==> src/rtl/store_buffer_pkg.sv <==
// Shared types for the store buffer: address/data words, FIFO entry layout, flush FSM states.
// No logic here; widths are fixed at 32-bit physical addresses and 32-bit data words.
// SB_DEPTH is the default FIFO depth used by store_buffer and its forwarding scan.
package store_buffer_pkg;

   localparam int SB_DEPTH = 4;
   localparam int PPTR_W   = 32;
   localparam int WORD_W   = 32;

   typedef logic [PPTR_W-1:0] pptr_t;
   typedef logic [WORD_W-1:0] word_t;

   typedef struct packed {
      logic  isbyte;
      pptr_t addr;
      word_t data;
   } sb_entry_t;

   typedef enum logic {
      ST_IDLE  = 1'b0,
      ST_FLUSH = 1'b1
   } sb_state_t;

endpackage

==> src/rtl/store_buffer_sb_forward.sv <==
// Store-to-load forwarding: youngest-first scan of held stores for a word-address match.
// Latency: purely combinational, result valid in the same cycle as the probe.
// Backpressure: none; a conflict tells the load stage to replay rather than stall here.
module store_buffer_sb_forward
   import store_buffer_pkg::*;
#(
   parameter int DEPTH = SB_DEPTH,
   parameter int PTR_W = $clog2(DEPTH)
) (
   input  sb_entry_t [DEPTH-1:0] i_entries,
   input  logic [DEPTH-1:0]      i_vld,
   input  logic [PTR_W-1:0]      i_wr_ptr,
   input  logic                  i_lookup_en,
   input  pptr_t                 i_lookup_addr,
   input  logic                  i_lookup_isbyte,
   output logic                  o_hit,
   output logic                  o_conflict,
   output word_t                 o_data
);

   logic             w_found;
   logic [PTR_W-1:0] w_idx;
   sb_entry_t        w_ent;
   logic [7:0]       w_byte_sel;

   // Walk from the slot just behind wr_ptr (youngest) back to wr_ptr itself (oldest); first match wins.
   always_comb begin
      w_found = 1'b0;
      w_idx   = '0;
      w_ent   = '0;
      for (int i = 1; i <= DEPTH; i++) begin
         w_idx = i_wr_ptr - PTR_W'(i);
         if (!w_found && i_vld[w_idx] &&
             (i_entries[w_idx].addr[PPTR_W-1:2] == i_lookup_addr[PPTR_W-1:2])) begin
            w_found = 1'b1;
            w_ent   = i_entries[w_idx];
         end
      end
   end

   // Little-endian byte pick out of a matching word store.
   always_comb begin
      case (i_lookup_addr[1:0])
         2'd0:    w_byte_sel = w_ent.data[7:0];
         2'd1:    w_byte_sel = w_ent.data[15:8];
         2'd2:    w_byte_sel = w_ent.data[23:16];
         default: w_byte_sel = w_ent.data[31:24];
      endcase
   end

   // Decide hit / conflict from the youngest matching store only.
   always_comb begin
      o_hit      = 1'b0;
      o_conflict = 1'b0;
      o_data     = '0;
      if (i_lookup_en && w_found) begin
         if (!w_ent.isbyte) begin
            o_hit  = 1'b1;
            o_data = i_lookup_isbyte ? {24'b0, w_byte_sel} : w_ent.data;
         end else if (i_lookup_isbyte && (w_ent.addr[1:0] == i_lookup_addr[1:0])) begin
            o_hit  = 1'b1;
            o_data = {24'b0, w_ent.data[7:0]};
         end else begin
            // Partial overlap with a byte store: the load cannot be assembled here.
            o_conflict = 1'b1;
         end
      end
   end

endmodule

==> src/rtl/store_buffer.sv <==
// Committed-store FIFO draining in order to the d-cache, with load forwarding and a flush fence.
// Latency: a pushed store is offered on drain_* the cycle after the push; lookups are same-cycle.
// Backpressure: full stalls TL stores (a push at full is accepted only alongside a pop); drain holds until ack.
module store_buffer
   import store_buffer_pkg::*;
#(
   parameter int DEPTH = SB_DEPTH,
   parameter int PTR_W = $clog2(DEPTH)
) (
   input  logic  clk,
   input  logic  rst,
   input  logic  store_en,
   input  logic  store_isbyte,
   input  pptr_t store_addr,
   input  word_t store_data,
   output logic  full,
   output logic  empty,
   output logic  drain_valid,
   output logic  drain_isbyte,
   output pptr_t drain_addr,
   output word_t drain_data,
   input  logic  drain_ack,
   input  logic  lookup_en,
   input  pptr_t lookup_addr,
   input  logic  lookup_isbyte,
   output logic  lookup_hit,
   output word_t lookup_data,
   output logic  lookup_conflict,
   input  logic  flush_req,
   output logic  flush_done,
   output logic  overflow
);

   localparam logic [PTR_W-1:0] PTR_ONE   = PTR_W'(1);
   localparam logic [PTR_W:0]   CNT_FULL  = (PTR_W+1)'(DEPTH);

   sb_entry_t [DEPTH-1:0] r_mem;
   logic [DEPTH-1:0]      r_vld;
   logic [PTR_W-1:0]      r_wr_ptr;
   logic [PTR_W-1:0]      r_rd_ptr;
   logic [PTR_W:0]        r_count;
   logic                  r_full;
   logic                  r_empty;
   logic                  r_overflow;
   sb_state_t             r_state;

   sb_state_t             w_state_nxt;
   logic                  w_flush_done;
   logic                  w_pop;
   logic                  w_push;
   logic [PTR_W:0]        w_count_nxt;

   // A pop frees a slot in the same cycle, so a push at full is still accepted when paired with an ack.
   assign w_pop       = !r_empty && drain_ack;
   assign w_push      = store_en && (!r_full || w_pop);
   assign w_count_nxt = r_count + {{PTR_W{1'b0}}, w_push} - {{PTR_W{1'b0}}, w_pop};

   // FIFO storage, pointers, occupancy flags and the sticky overflow error.
   always_ff @(posedge clk or posedge rst) begin
      if (rst) begin
         r_mem      <= '0;
         r_vld      <= '0;
         r_wr_ptr   <= '0;
         r_rd_ptr   <= '0;
         r_count    <= '0;
         r_full     <= 1'b0;
         r_empty    <= 1'b1;
         r_overflow <= 1'b0;
      end else begin
         if (w_pop) begin
            r_vld[r_rd_ptr] <= 1'b0;
            r_rd_ptr        <= r_rd_ptr + PTR_ONE;
         end
         // Placed after the pop so a push into the slot being freed leaves it valid.
         if (w_push) begin
            r_mem[r_wr_ptr] <= '{isbyte: store_isbyte, addr: store_addr, data: store_data};
            r_vld[r_wr_ptr] <= 1'b1;
            r_wr_ptr        <= r_wr_ptr + PTR_ONE;
         end
         if (store_en && !w_push) begin
            r_overflow <= 1'b1;
         end
         r_count <= w_count_nxt;
         r_full  <= (w_count_nxt == CNT_FULL);
         r_empty <= (w_count_nxt == '0);
      end
   end

   // Flush FSM state register.
   always_ff @(posedge clk or posedge rst) begin
      if (rst) begin
         r_state <= ST_IDLE;
      end else begin
         r_state <= w_state_nxt;
      end
   end

   // Flush sequencing: done fires in the cycle the buffer becomes empty, including the last pop.
   always_comb begin
      w_state_nxt  = r_state;
      w_flush_done = 1'b0;
      case (r_state)
         ST_IDLE: begin
            if (flush_req) begin
               w_state_nxt = ST_FLUSH;
            end
         end
         ST_FLUSH: begin
            if (w_count_nxt == '0) begin
               w_flush_done = 1'b1;
               w_state_nxt  = ST_IDLE;
            end
         end
         default: w_state_nxt = ST_IDLE;
      endcase
   end

   assign full         = r_full;
   assign empty        = r_empty;
   assign overflow     = r_overflow;
   assign flush_done   = w_flush_done;
   assign drain_valid  = !r_empty;
   assign drain_isbyte = r_mem[r_rd_ptr].isbyte;
   assign drain_addr   = r_mem[r_rd_ptr].addr;
   assign drain_data   = r_mem[r_rd_ptr].data;

   store_buffer_sb_forward #(
      .DEPTH (DEPTH),
      .PTR_W (PTR_W)
   ) u_forward (
      .i_entries       (r_mem),
      .i_vld           (r_vld),
      .i_wr_ptr        (r_wr_ptr),
      .i_lookup_en     (lookup_en),
      .i_lookup_addr   (lookup_addr),
      .i_lookup_isbyte (lookup_isbyte),
      .o_hit           (lookup_hit),
      .o_conflict      (lookup_conflict),
      .o_data          (lookup_data)
   );

endmodule

==> config.mk <==
export PLATFORM = sky130hd
export DESIGN_NAME = store_buffer
export DESIGN_NICKNAME = d
export VERILOG_FILES = /design/src/rtl/store_buffer_pkg.sv /design/src/rtl/store_buffer_sb_forward.sv /design/src/rtl/store_buffer.sv
export SDC_FILE = /design/constraint.sdc
export NUM_CORES = 1
export LEC_CHECK = 0
export ABC_CLOCK_PERIOD_IN_PS = 8850
export BUFFER_PORTS_ARGS = -buffer_cell sky130_fd_sc_hd__buf_2
export CAP_MARGIN = 10
export CORE_ASPECT_RATIO = 0.75
export CORE_MARGIN = 10
export CORE_UTILIZATION = 35
export CTS_CLUSTER_DIAMETER = 100
export CTS_CLUSTER_SIZE = 12
export DETAILED_ROUTE_END_ITERATION = 16
export PLACE_DENSITY_LB_ADDON = 0.08
export SLEW_MARGIN = 10
export SYNTH_ARGS = -nofsm -noshare
export SYNTH_HDL_FRONTEND = slang
export SYNTH_SLANG_ARGS = --single-unit
==> constraint.sdc <==
create_clock -name clk -period 8.85 [get_ports clk]
set_clock_uncertainty 0.1 [all_clocks]
set_input_delay 1.77 -clock clk [delete_from_list [all_inputs] [get_ports clk]]
set_output_delay 1.77 -clock clk [all_outputs]
set_load 0.05 [all_outputs]
# Word-level counts from Yosys, hierarchy flattened

Cells that the tools add are included.

Bits in registers: 275
Input port bits: 104
Output and inout bits: 104

Add/sub/neg operators: 7
Order comparisons: 7
Equal/unequal tests: 8
Mux-type cells: 51
Bitwise gates (word level): 4
Reduce and logical (&&, ||, !) cells: 23

Operators by type and width:

| kind                                                              | number |
|---|---|
| binary-select mux 65 bit (select 2 bit)                           | 5 |
| 2-to-1 mux 65 bit                                                 | 10 |
| bitwise mux 260 bit                                               | 1 |
| demux 65 bit (select 2 bit)                                       | 1 |
| == test 30 bit                                                    | 4 |
| 2-to-1 mux 32 bit                                                 | 3 |
| one-hot mux 8 bit (3 select lines)                                | 1 |
| 2-to-1 mux 1 bit                                                  | 20 |
| < comparator 2 x 3 -> 1 bit, second input constant                | 5 |
| logical AND 1 bit                                                 | 14 |
| binary-select mux 1 bit (select 2 bit)                            | 4 |
| 2-to-1 mux 4 bit                                                  | 2 |
| 2-to-1 mux 8 bit                                                  | 1 |
| zero test 1 bit                                                   | 6 |
| adder 2 x 1 -> 2 bit, second input constant                       | 2 |
| bitwise AND 4 bit                                                 | 1 |
| demux 1 bit (select 2 bit)                                        | 2 |
| greater-or-equal comparator 2 x 1 -> 1 bit, second input constant | 2 |
| NOT 4 bit                                                         | 1 |
| bitwise OR 4 bit                                                  | 1 |
| subtractor 2 bit, second input constant                           | 2 |
| adder 3 x 1 -> 3 bit                                              | 1 |
| == test 3 bit, second input constant                              | 1 |
| zero test 3 bit                                                   | 1 |
| other kinds (9)                                                   | 9 |

# Longest topological paths before layout

Gate-level depths: netlist of the first run.

Depth in word-level cells: 23
Mapped depth: 31
Gate-level depth less buffers: 14

# Cells and area by module

From an unflattened synthesis of the first run, not the netlist that was laid out.

Cell total of the unflattened synthesis: 1963
Area, all modules: 21834.7 µm²

Modules (own cells, without submodules):

| module                  | times used | cells each | area an instance (µm²) |
|---|---|---|---|
| store_buffer            | 1          | 694        | 12012.8 |
| store_buffer_sb_forward | 1          | 1269       | 9821.9 |

# Worst setup path before layout of the first run

OpenSTA, ideal clock, no wires.

Path type: register -> output
Start: reg r_wr_ptr[1]
End: out lookup_data[7]
Arrival time: 7885 ps
Data required time: 6980 ps
Slack: -905 ps
Stages on the path, launching flop included: 29
Cell sequence: dfrtp_1 > buf_6 > buf_12 > buf_12 > buf_12 > buf_12 > buf_6 > buf_2 > buf_2 > buf_1 > clkbuf_1 > buf_1 > inv_1 > ha_1 > buf_2 > buf_2 > mux2i_1 > o2bb2ai_1 > nor4_1 > o2111ai_1 > or4_1 > o2111ai_1 > or3_1 > buf_6 > o211a_4 > nor2_2 > buf_6 > or4_1 > a311oi_1

Cells in the longest elaborated chain, start to end: 23
Elaborated cells on any way between the ends: 49
Classes of those cells: add/sub (3); eq/ne (5); mux (29); reduce/logical (12)

RTL lines:

| what                                    | line                                                         | text |
|---|---|---|
| start: declaration                      | store_buffer.sv:39                                           | `logic [PTR_W-1:0] r_wr_ptr;` |
| start signal: assignment                | store_buffer.sv:78                                           | `r_wr_ptr <= r_wr_ptr + PTR_ONE;` |
| subtractor 2 x 1 -> 2 bit               | store_buffer_sb_forward.sv:32                                | `w_idx = i_wr_ptr - PTR_W'(i);` |
| binary-select mux 65 bit (select 2 bit) | store_buffer_sb_forward.sv:34, store_buffer_sb_forward.sv:36 |  |
| 2-to-1 mux 65 bit (implied by the code) | store_buffer_sb_forward.sv:36                                | `w_ent = i_entries[w_idx];` |
| == test 30 bit                          | store_buffer_sb_forward.sv:34                                | `(i_entries[w_idx].addr[PPTR_W-1:2] == i_lookup_addr[PPTR_W-1:2])) begin` |
| logical AND 1 bit                       | store_buffer_sb_forward.sv:33                                | `if (!w_found && i_vld[w_idx] &&` |
| 2-to-1 mux 1 bit                        | store_buffer_sb_forward.sv:33                                |  |
| zero test 1 bit                         | store_buffer_sb_forward.sv:33                                |  |
| logical AND 1 bit (2 in a row)          | store_buffer_sb_forward.sv:33                                |  |
| [... 5 more ...]                        | n/a                                                          |  |
| zero test 1 bit                         | store_buffer_sb_forward.sv:33                                |  |
| logical AND 1 bit (2 in a row)          | store_buffer_sb_forward.sv:33                                |  |
| 2-to-1 mux 65 bit                       | store_buffer_sb_forward.sv:33                                |  |
| == test 2 bit                           | store_buffer_sb_forward.sv:60                                | `end else if (i_lookup_isbyte && (w_ent.addr[1:0] == i_lookup_addr[1:0])) begin` |
| logical AND 1 bit                       | store_buffer_sb_forward.sv:60                                |  |
| 2-to-1 mux 8 bit                        | store_buffer_sb_forward.sv:60                                |  |
| 2-to-1 mux 32 bit                       | store_buffer_sb_forward.sv:57                                | `if (!w_ent.isbyte) begin` |
| 2-to-1 mux 32 bit (*)                   | store_buffer_sb_forward.sv:56                                | `if (i_lookup_en && w_found) begin` |
| end: declaration                        | store_buffer.sv:27                                           | `output word_t lookup_data,` |

Mark *: on every way between the ends. The rest lies on a longest branch, timed or not. The select of a mux whose other input is x is not followed.

# Worst setup path after layout of the first run

Start: reg r_wr_ptr[0]
End: out lookup_data[0]

The elaborated chain is that of the path after synthesis.

==> results.cfg, run 1 <==
[status]
status = complete, no violations

[layout]
layout_commonest_cell = mux2_2
drive_gt1_share_pct = 46.8
final_core_util_pct = 39.4
fin_nets = 1952
syn_to_final_growth_pct = 11.7
mostFrequentLayoutCells = 277 x mux2_2, 270 x dfrtp_1, 268 x mux4_2

[flow_run]
max_cap_viol_count = 0

[yosys]
synth_xor_area_share_pct = 3.81
synth_top_family_by_area = multiplexers
synthArstFlopShare_pct = 100
yosys.area_share.simple_pct = 5.88
yosys-mux-area-fraction_pct = 47.5
synthAdderAreaFrac_pct = 0.650
synth_edf_count = 0
netlist_area_um2 = 22300
synth_nets = 1842
synth-seq-area-share_pct = 30.8
yosys_register_bits = 275
yosysWarningCount = 0
ys.flop_type = dfrtp_1
synthCells = 1727
synth_compound_area_share_pct = 6.98
synth.avg_cell_area_um2 = 12.9
yosysUniqueCellTypes = 83

[route]
ant_nets = 0
wl_met3_um = 5920
firstDrtPassIters = 5
vias = 16700
route.met2.wl_um = 35100
wl_met1_um = 38600
wl_per_cell_um = 29.7
avgViaCountPerCell = 6.15
drc_errors = 0
drt_first_iter_violations = 1412
highest_layer = met5
wl_um = 80600

[setup_path]
crit_required_ns = 6.98
end_kind = output pin
cpPeakStageDelay_ns = 0.81
slowest_stage = a221oi_1
critical_path_class = reg -> out
crit_start = r_wr_ptr[0]$_DFFE_PP0P_
timing.rr.start = r_wr_ptr[1]$_DFFE_PP0P_
path_cells = inv_1 -> ha_4 -> buf_12 -> mux4_2 -> xnor2_1 -> nand4_1 -> or4_1 -> nor3_2 -> and2_1 -> buf_4 -> nor3_2 -> buf_4 -> a221oi_1 -> or4_1 -> a311oi_2 -> buf_2
arrival_ns = 6.62
crit_fanout = 37
cp-start-kind = flip-flop

[worst_hold_path]
min_from = overflow$_DFFE_PP0P_
hp-class = reg -> reg

[cts]
cts_buffer_depth = 3
cts_sinks = 275
cts_htree_levels = 1
path_clk_slew_ns = 0.07
cts_buffers = 27
clock_latency_ns = 0.59
cts_tree = yes
cts_root_buffer = clkbuf_16

[timing]
setup_viol = 0
fin_crit_sh_pct = 96.0
slew_violations = 0
finalHoldViolations = 0
rsz0062_at_grt = no
worstMarginPinSlew_ns = 1.14
relSlewSlack_pct = 24.3
fmax_ghz = 0.118
period_minus_slack_ns = 8.49

[floorplan]
initial_core_util_pct = 35.2
chipHeight_um = 239
die-area_um2 = 74400
ioPinCount = 208
rows = 80
chipWidth_um = 312
core_region_area_um2 = 63400

[grt]
grt_pass1_wl_um = 120000
grt.total_usage_pct = 21.2
grt_antenna_before_repair = 13
first_global_vias = 16800
grt_max_degree = 172
overflow = 0

[placement]
port_buffers = 207
dpl.hpwl_um = 56200
globalplace.congestion = 0.906
state kept, by name (all words and copies together), names as in the netlist:
signal	count
overflow	1
r_wr_ptr	2
r_count	3
full	1
r_rd_ptr	2
r_state	1
r_vld	4
r_mem	260
empty	1
cell families after synthesis:
logic type | count (synthesis)
multiplexers | 673
flip-flops | 275
AND/OR/NAND/NOR | 263
AO/OA/AOI/OAI | 215
buffers and inverters | 193
XOR/XNOR | 97
adder cells (fa/ha/maj) | 11
cells in the mapped netlist (5+ instances only):
cell type / instances / area, um2
nor2_1: 61 / 229
o2bb2ai_1: 11 / 96.3
a32oi_1: 5 / 43.8
o2111ai_1: 8 / 70.1
nand2_1: 80 / 300
o22ai_1: 11 / 68.8
mux4_2: 268 / 6040
a21oi_1: 59 / 295
buf_1: 22 / 82.6
o21ai_0: 18 / 90.1
o211ai_1: 8 / 60.1
and2_1: 10 / 62.6
ha_1: 10 / 125
o21a_1: 5 / 37.5
nor3b_1: 10 / 75.1
inv_1: 27 / 101
mux2i_1: 118 / 1180
xnor2_1: 81 / 709
a31oi_1: 6 / 37.5
xor2_1: 16 / 140
a221oi_1: 6 / 52.6
a21o_1: 6 / 45.0
a211oi_1: 12 / 90.1
nor2b_1: 9 / 56.3
nand2b_1: 6 / 37.5
nand4_1: 17 / 106
nand3_1: 24 / 120
or4_1: 11 / 82.6
nor3_1: 12 / 60.1
mux2_2: 277 / 3120
mux4_1: 10 / 263
o31ai_1: 5 / 37.5
clkbuf_1: 75 / 282
buf_6: 10 / 113
and3_1: 6 / 37.5
buf_4: 11 / 82.6
dfrtp_1: 274 / 6860
a311oi_1: 5 / 43.8
buf_2: 42 / 210
layout make-up:
| class | instances | area, um2 |
|---|---|---|
| inverter | 28 | 109 |
| multi-input combinational | 1259 | 14600 |
| fill | 6066 | 38400 |
| tap | 861 | 1080 |
| timing repair buffer | 246 | 1450 |
| clock buffer | 38 | 717 |
| clock inverter | 4 | 76.3 |
| sequential | 275 | 6900 |
| antenna | 4 | 10.0 |
path summary, 6_finish.rpt:
kind / to / slack (ns) / depth (start not counted)
min in group asynchronous: r_state$_DFF_PP0_ / 1.25 / 2
setup / recovery: lookup_data[0] / 0.36 / 16
setup reg to reg: r_mem[184]$_DFFE_PP0P_ / 5.46 / 6
hold / removal: overflow$_DFFE_PP0P_ / 0.37 / 1
max in group asynchronous: r_rd_ptr[0]$_DFFE_PP0P_ / 5.81 / 3
hold reg to reg: overflow$_DFFE_PP0P_ / 0.37 / 1
worst max-delay path, delay by kind of cell (launching register included):
kind            cells  cell delay (ns)
simple gates        6             1.83
buf+inv             5             1.35
compound gates      2             0.93
flops               1             0.62
fa+ha+maj           1             0.51
mux                 1             0.37
xor+xnor            1             0.36
per-stage QoR:
| step | hold slack, ns | instances | TNS (ns) | cell area (um2) | worst slack, ns |
|---|---|---|---|---|---|
| after floorplan | 0.352 | 1727 | -0.526 | 22400 | -0.0529 |
| after global placement | 0.358 | 2669 | 0 | 24100 | 0.588 |
| after detailed placement | 0.354 | 2669 | 0 | 24100 | 0.576 |
| after CTS | 0.377 | 2711 | 0 | 24900 | 0.00902 |
| after global routing | 0.411 | 2713 | 0 | 24900 | 0.0419 |
| final | 0.367 | 2715 | 0 | 24900 | 0.358 |
repair_timing:
| item | CTS | global route |
|---|---|---|
| buffers inserted | 0 | 0 |
| endpoints found under the setup margin | 0 | 34 |
| hold buffers | 0 | 0 |
| gates resized for setup | 0 | 5 |
| endpoints found under the hold margin | 0 | 0 |
layer usage:
layer / vias to the layer above / global-route usage [%]
met5: - / 0
met1: 8969 / 32.4
met4: 12 / 3.00
li1: 7085 / -
met2: 560 / 31.1
met3: 77 / 4.35
Power of run 1 is left out: the tool's default activity adds up to more than one toggle a clock period on the data nets, which glitch-free logic cannot reach.
==> inputs of run 2 (changes only) <==
Settings changed: SYNTH_HIERARCHICAL set to 1.
==> run 2 against run 1 <==
  * Utilization down 0.44 points
  * Routed wire length is 2.8% higher
  * Flip-flop and latch count unchanged
  * Die area fell by 2.0%
  * Count of clock-buffer cells in the layout rose by 2
  * Worst hold slack improved by 0.0016 ns
==> results.cfg, run 2 <==
[timing]
fin_crit_sh_pct = 96.7
fin_hold_ws_ns = 0.368
finalHoldViolations = 0
finalWorstSetupSlack_ns = 0.288
fin_setup_tns_ns = 0
fmax_ghz = 0.117
relSlewSlack_pct = 31.4
rsz0062_at_grt = no
period_minus_slack_ns = 8.56
slew_violations = 0
setup_viol = 0
worstMarginPinSlew_ns = 1.03

[yosys]
yosysWarningCount = 6
ys.flop_type = dfrtp_1
synth-seq-area-share_pct = 31.5
synth_nets = 2078
yosys.area.top_type = dfrtp_1
yosys_register_bits = 275
synth_top_area_share_pct = 31.4
synth_edf_count = 0
netlist_area_um2 = 21800
synthArstFlopShare_pct = 100
yosysUniqueCellTypes = 97
synthTopCellsByArea = dfrtp_1 31%, mux4_2 11%, mux2_2 10%
synth_commonest_cells = 274 x dfrtp_1, 194 x mux2_2, 180 x mux2i_1, 157 x mux2_1, 110 x nand2_1
synth_most_common_cell = dfrtp_1
synthCells = 1963
synth.avg_cell_area_um2 = 11.1

[layout]
top_regs = r_mem x260, r_vld x4, r_count x3
top_register = r_mem
layout_commonest_cell = dfrtp_1
mostFrequentLayoutCells = 270 x dfrtp_1, 207 x buf_2, 194 x mux2_2
fillers = 6070
fin_nets = 2184
syn_to_final_growth_pct = 10.3
largest_reg_flops = 260
drive_gt1_share_pct = 29.5
seq_area_um2 = 6900
multiInputGateArea_um2 = 13900

[cts]
cts_root_buffer = clkbuf_16
path_clk_slew_ns = 0.06
cts_sinks = 275
cts_buffer_depth = 3
cts_tree = yes
cts_htree_levels = 1
cts_buffers = 26
clock_latency_ns = 0.57

[route]
drt_first_iter_violations = 1498
wl_per_cell_um = 28.6
avgViaCountPerCell = 6.11
wl_um = 82900
drc_errors = 0
wl_met3_um = 6450
wl_met1_um = 42100
firstDrtPassIters = 5
highest_layer = met5
route.met2.wl_um = 33000
vias = 17700
ant_nets = 0

[floorplan]
core_region_area_um2 = 61900
chipWidth_um = 308
initial_core_util_pct = 35.3
chipHeight_um = 236
ioPinCount = 208
rows = 79
die-area_um2 = 72900

[setup_path]
ff2ff_path_depth = 7
crit_required_ns = 6.98
cp-start-kind = flip-flop
critical_path_class = reg -> out
reg2reg_slack_ns = 4.54
arrival_ns = 6.69
r2r_end = r_mem[248]$_DFFE_PP0P_
end_kind = output pin
crit_fanout = 48
timing.rr.start = r_wr_ptr[1]$_DFFE_PP0P_
crit_start = r_wr_ptr[0]$_DFFE_PP0P_

[grt]
grt_max_degree = 163
grt_pass1_wl_um = 123000
grt_antenna_before_repair = 10
overflow = 0
first_global_vias = 17300
grt.total_usage_pct = 22.0

[worst_hold_path]
min_from = r_state$_DFF_PP0_
hp-class = reg -> reg
whs_path_depth = 1
whs_endpoint = r_state$_DFF_PP0_

[flow_run]
max_cap_viol_count = 0

[status]
status = complete, no violations

[placement]
globalplace.congestion = 0.996
dpl.hpwl_um = 60900
place_ws_ns = 0.480
port_buffers = 207
-- run 2: cells by family (layout without fill, tap and decap cells) --
group	count (synthesis)	count (layout)	synth area share [%]
flip-flops	275	275	31.5
buffers and inverters	206	324	5.17
other	0	3	0
XOR/XNOR	102	102	4.16
AO/OA/AOI/OAI	383	383	12.8
AND/OR/NAND/NOR	346	346	8.08
multiplexers	640	640	37.6
adder cells (fa/ha/maj)	11	11	0.665
-- run 2: worst max-delay path: stages, from the launching register on --
cell,delay (ns)
dfrtp_4,0.88
buf_12,0.27
mux4_2,0.33
xnor2_1,0.36
or4b_1,0.48
nor4bb_1,0.46
nand4b_1,0.38
or3_1,0.58
nor3_2,0.67
buf_4,0.29
a221o_1,0.18
a211oi_1,0.10
a2111o_1,0.31
a311oi_1,0.42
buf_2,0.35
-- run 2: metal layers --
layer / track usage, % / vias up
li1: - / 7761
met1: 35.0 / 9181
met2: 29.7 / 653
met3: 5.08 / 82
met4: 3.34 / 14
met5: 0 / -
-- run 2: area by class of cell --
type,instances,area share [%]
multi-input combinational,1482,57.7
sequential,275,28.6
timing repair buffer,250,5.90
tap,810,4.21
clock buffer,40,3.01
inverter,34,0.556
antenna,3,0.0312
-- run 2: what timing repair did --
action / CTS / global route
hold buffers: 0 / 0
buffers inserted: 0 / 1
resized for setup: 0 / 1
setup endpoints to repair: 0 / 2
-- run 2: per-stage QoR --
step	area, um2	cells	util, %
final	24100	2894	38.9
after global routing	24100	2893	38.9
after CTS	24100	2890	38.9
after detailed placement	23300	2850	37.7
after global placement	23300	2850	37.7
after floorplan	21800	1963	-
-- run 2: how the worst max path moves through the flow --
stage | endpoint | depth (start not counted) | slack [ns]
final | lookup_data[7] | 14 | 0.29
after global routing | lookup_data[7] | 14 | 0.14
after CTS | lookup_data[7] | 13 | 0.28
after detailed placement | lookup_data[7] | 14 | 0.48
after global placement | lookup_data[7] | 13 | 0.62
after floorplan | lookup_data[1] | 15 | 0.83
Power of run 2 is left out for the same reason.
==> inputs of run 3 (changes only) <==
Settings changed: BUFFER_PORTS_ARGS -buffer_cell sky130_fd_sc_hd__buf_2 to not set, DONT_BUFFER_PORTS set to 1.
==> run 3 against run 2 <==
  * Flip-flop and latch count unchanged
  * Routed wire length rose by 1.1%
  * First-iteration DRC count is 26% higher
  * Worst hold slack improved by 0.0070 ns
  * Highest routed layer is now met4
  * Non-clock buffer count fell by 173
  * Worst setup slack lost 0.22 ns
  * Critical path type unchanged
==> results.cfg, run 3 (synthesis gave the netlist of run 2 again) <==
[floorplan]
chipWidth_um = 308
chipHeight_um = 236
ioPinCount = 208
rows = 79
die-area_um2 = 72900
core_region_area_um2 = 61900
initial_core_util_pct = 35.3

[layout]
top_register = r_mem
syn_to_final_growth_pct = 6.89
drive_gt1_share_pct = 23.6
fin_nets = 2012
layout_commonest_cell = dfrtp_1
largest_reg_flops = 260
top_regs = r_mem x260, r_vld x4, r_count x3
mostFrequentLayoutCells = 270 x dfrtp_1, 194 x mux2_2, 180 x mux2i_1
design_area_um2 = 23300

[cts]
clock_latency_ns = 0.59
path_clk_slew_ns = 0.06
cts_htree_levels = 1
cts_sinks = 275
cts_tree = yes
cts_root_buffer = clkbuf_16
cts_buffer_depth = 3
cts_buffers = 26

[setup_path]
crit_required_ns = 6.98
r2r_end = r_mem[251]$_DFFE_PP0P_
critical_path_class = reg -> out
crit_fanout = 24
arrival_ns = 6.92
ff2ff_path_depth = 7
reg2reg_slack_ns = 4.55
end_kind = output pin
cp-start-kind = flip-flop
timing.rr.start = r_wr_ptr[0]$_DFFE_PP0P_

[grt]
use_met3_pct = 5.96
grt_antenna_before_repair = 0
overflow = 0
grt_pass1_wl_um = 122000
busiest_layer = met1
grt.total_usage_pct = 22.3
grt_max_degree = 166
met2_usage_pct = 31.1
use_met1_pct = 34.1
first_global_vias = 16500

[placement]
port_buffers = 0
dpl.hpwl_um = 61100
placed_cell_area_um2 = 22600
globalplace.congestion = 0.976

[route]
wl_per_cell_um = 30.8
firstDrtPassIters = 5
wl_um = 83800
drc_errors = 0
drt_first_iter_violations = 1889
ant_nets = 0
vias = 17100
avgViaCountPerCell = 6.30

[worst_hold_path]
whs_endpoint = r_state$_DFF_PP0_
hp-class = reg -> reg
whs_path_depth = 1
min_from = r_state$_DFF_PP0_

[timing]
period_minus_slack_ns = 8.79
fin_crit_sh_pct = 99.3
fmax_ghz = 0.114
setup_viol = 0
rsz0062_at_grt = no
fin_setup_tns_ns = 0
worstMarginPinSlew_ns = 1.21
finalHoldViolations = 0
slew_violations = 0
relSlewSlack_pct = 19.0

[status]
status = complete, no violations

[flow_run]
max_cap_viol_count = 0
run 3: changes by cell type in the layout (fill, tap and decap cells not counted), moves of 2 or more:
| cell | delta |
|---|---|
| buf_2 | -207 |
| buf_4 | +35 |
| a311oi_1 | -5 |
| a311oi_2 | +5 |
| nor4bb_1 | -2 |
| nor4bb_2 | +2 |
run 3: critical path: stages (launching register included):
cell	delay, ns
dfrtp_4	0.78
buf_4	0.31
mux2i_1	0.36
o2bb2ai_1	0.23
a2111oi_0	0.85
o211ai_1	0.22
nand4bb_1	0.72
nor2_4	0.68
o41ai_1	0.25
a211o_1	0.48
nor2_1	0.52
o211ai_1	0.31
a311oi_2	0.34
buf_4	0.24
run 3: timing repair:
item | CTS | global route
gates cloned | 1 | 0
setup buffers | 1 | 1
hold buffers | 0 | 0
endpoints found under the setup margin | 4 | 8
endpoints found under the hold margin | 0 | 0
gates resized for setup | 0 | 2
pin swaps | 1 | 0
run 3: metrics by stage:
stage / util, % / setup slack (ns) / hold WS [ns] / std cells
after floorplan: - / 0.831 / 0.332 / 1963
after global placement: 36.5 / 0.352 / 0.346 / 2676
after detailed placement: 36.5 / 0.456 / 0.367 / 2676
after CTS: 37.7 / 0.0423 / 0.377 / 2718
after global routing: 37.7 / 0.0213 / 0.397 / 2719
final: 37.7 / 0.0646 / 0.375 / 2721
run 3: cell type report:
cell class | instances | area (um2)
diodes | 2 | 5.00
clock inverters | 1 | 16.3
clock buffers | 39 | 699
well taps | 810 | 1010
multi-input cells | 1483 | 13900
flip-flops and latches | 275 | 6900
fillers | 6048 | 38500
repair buffers | 77 | 628
inverters | 34 | 134
run 3: how the worst max path moves through the flow:
stage               cells after the start  slack [ns]               startpoint        endpoint
finish                                 13        0.06  r_wr_ptr[1]$_DFFE_PP0P_  lookup_data[4]
CTS                                    12        0.04  r_wr_ptr[0]$_DFFE_PP0P_  lookup_data[4]
floorplan                              15        0.83          lookup_addr[17]  lookup_data[1]
detailed placement                     12        0.46           lookup_addr[5]  lookup_data[4]
global placement                       12        0.35           lookup_addr[5]  lookup_data[4]
global route                           13        0.02  r_wr_ptr[1]$_DFFE_PP0P_  lookup_data[4]
run 3: layer usage:
| layer | wire length (um) | vias to the layer above |
|---|---|---|
| li1 | - | 7436 |
| met2 | 34700 | 637 |
| met5 | 0 | - |
| met3 | 7780 | 54 |
| met4 | 1120 | 0 |
| met1 | 40200 | 9014 |
Power of run 3 is left out for the same reason.
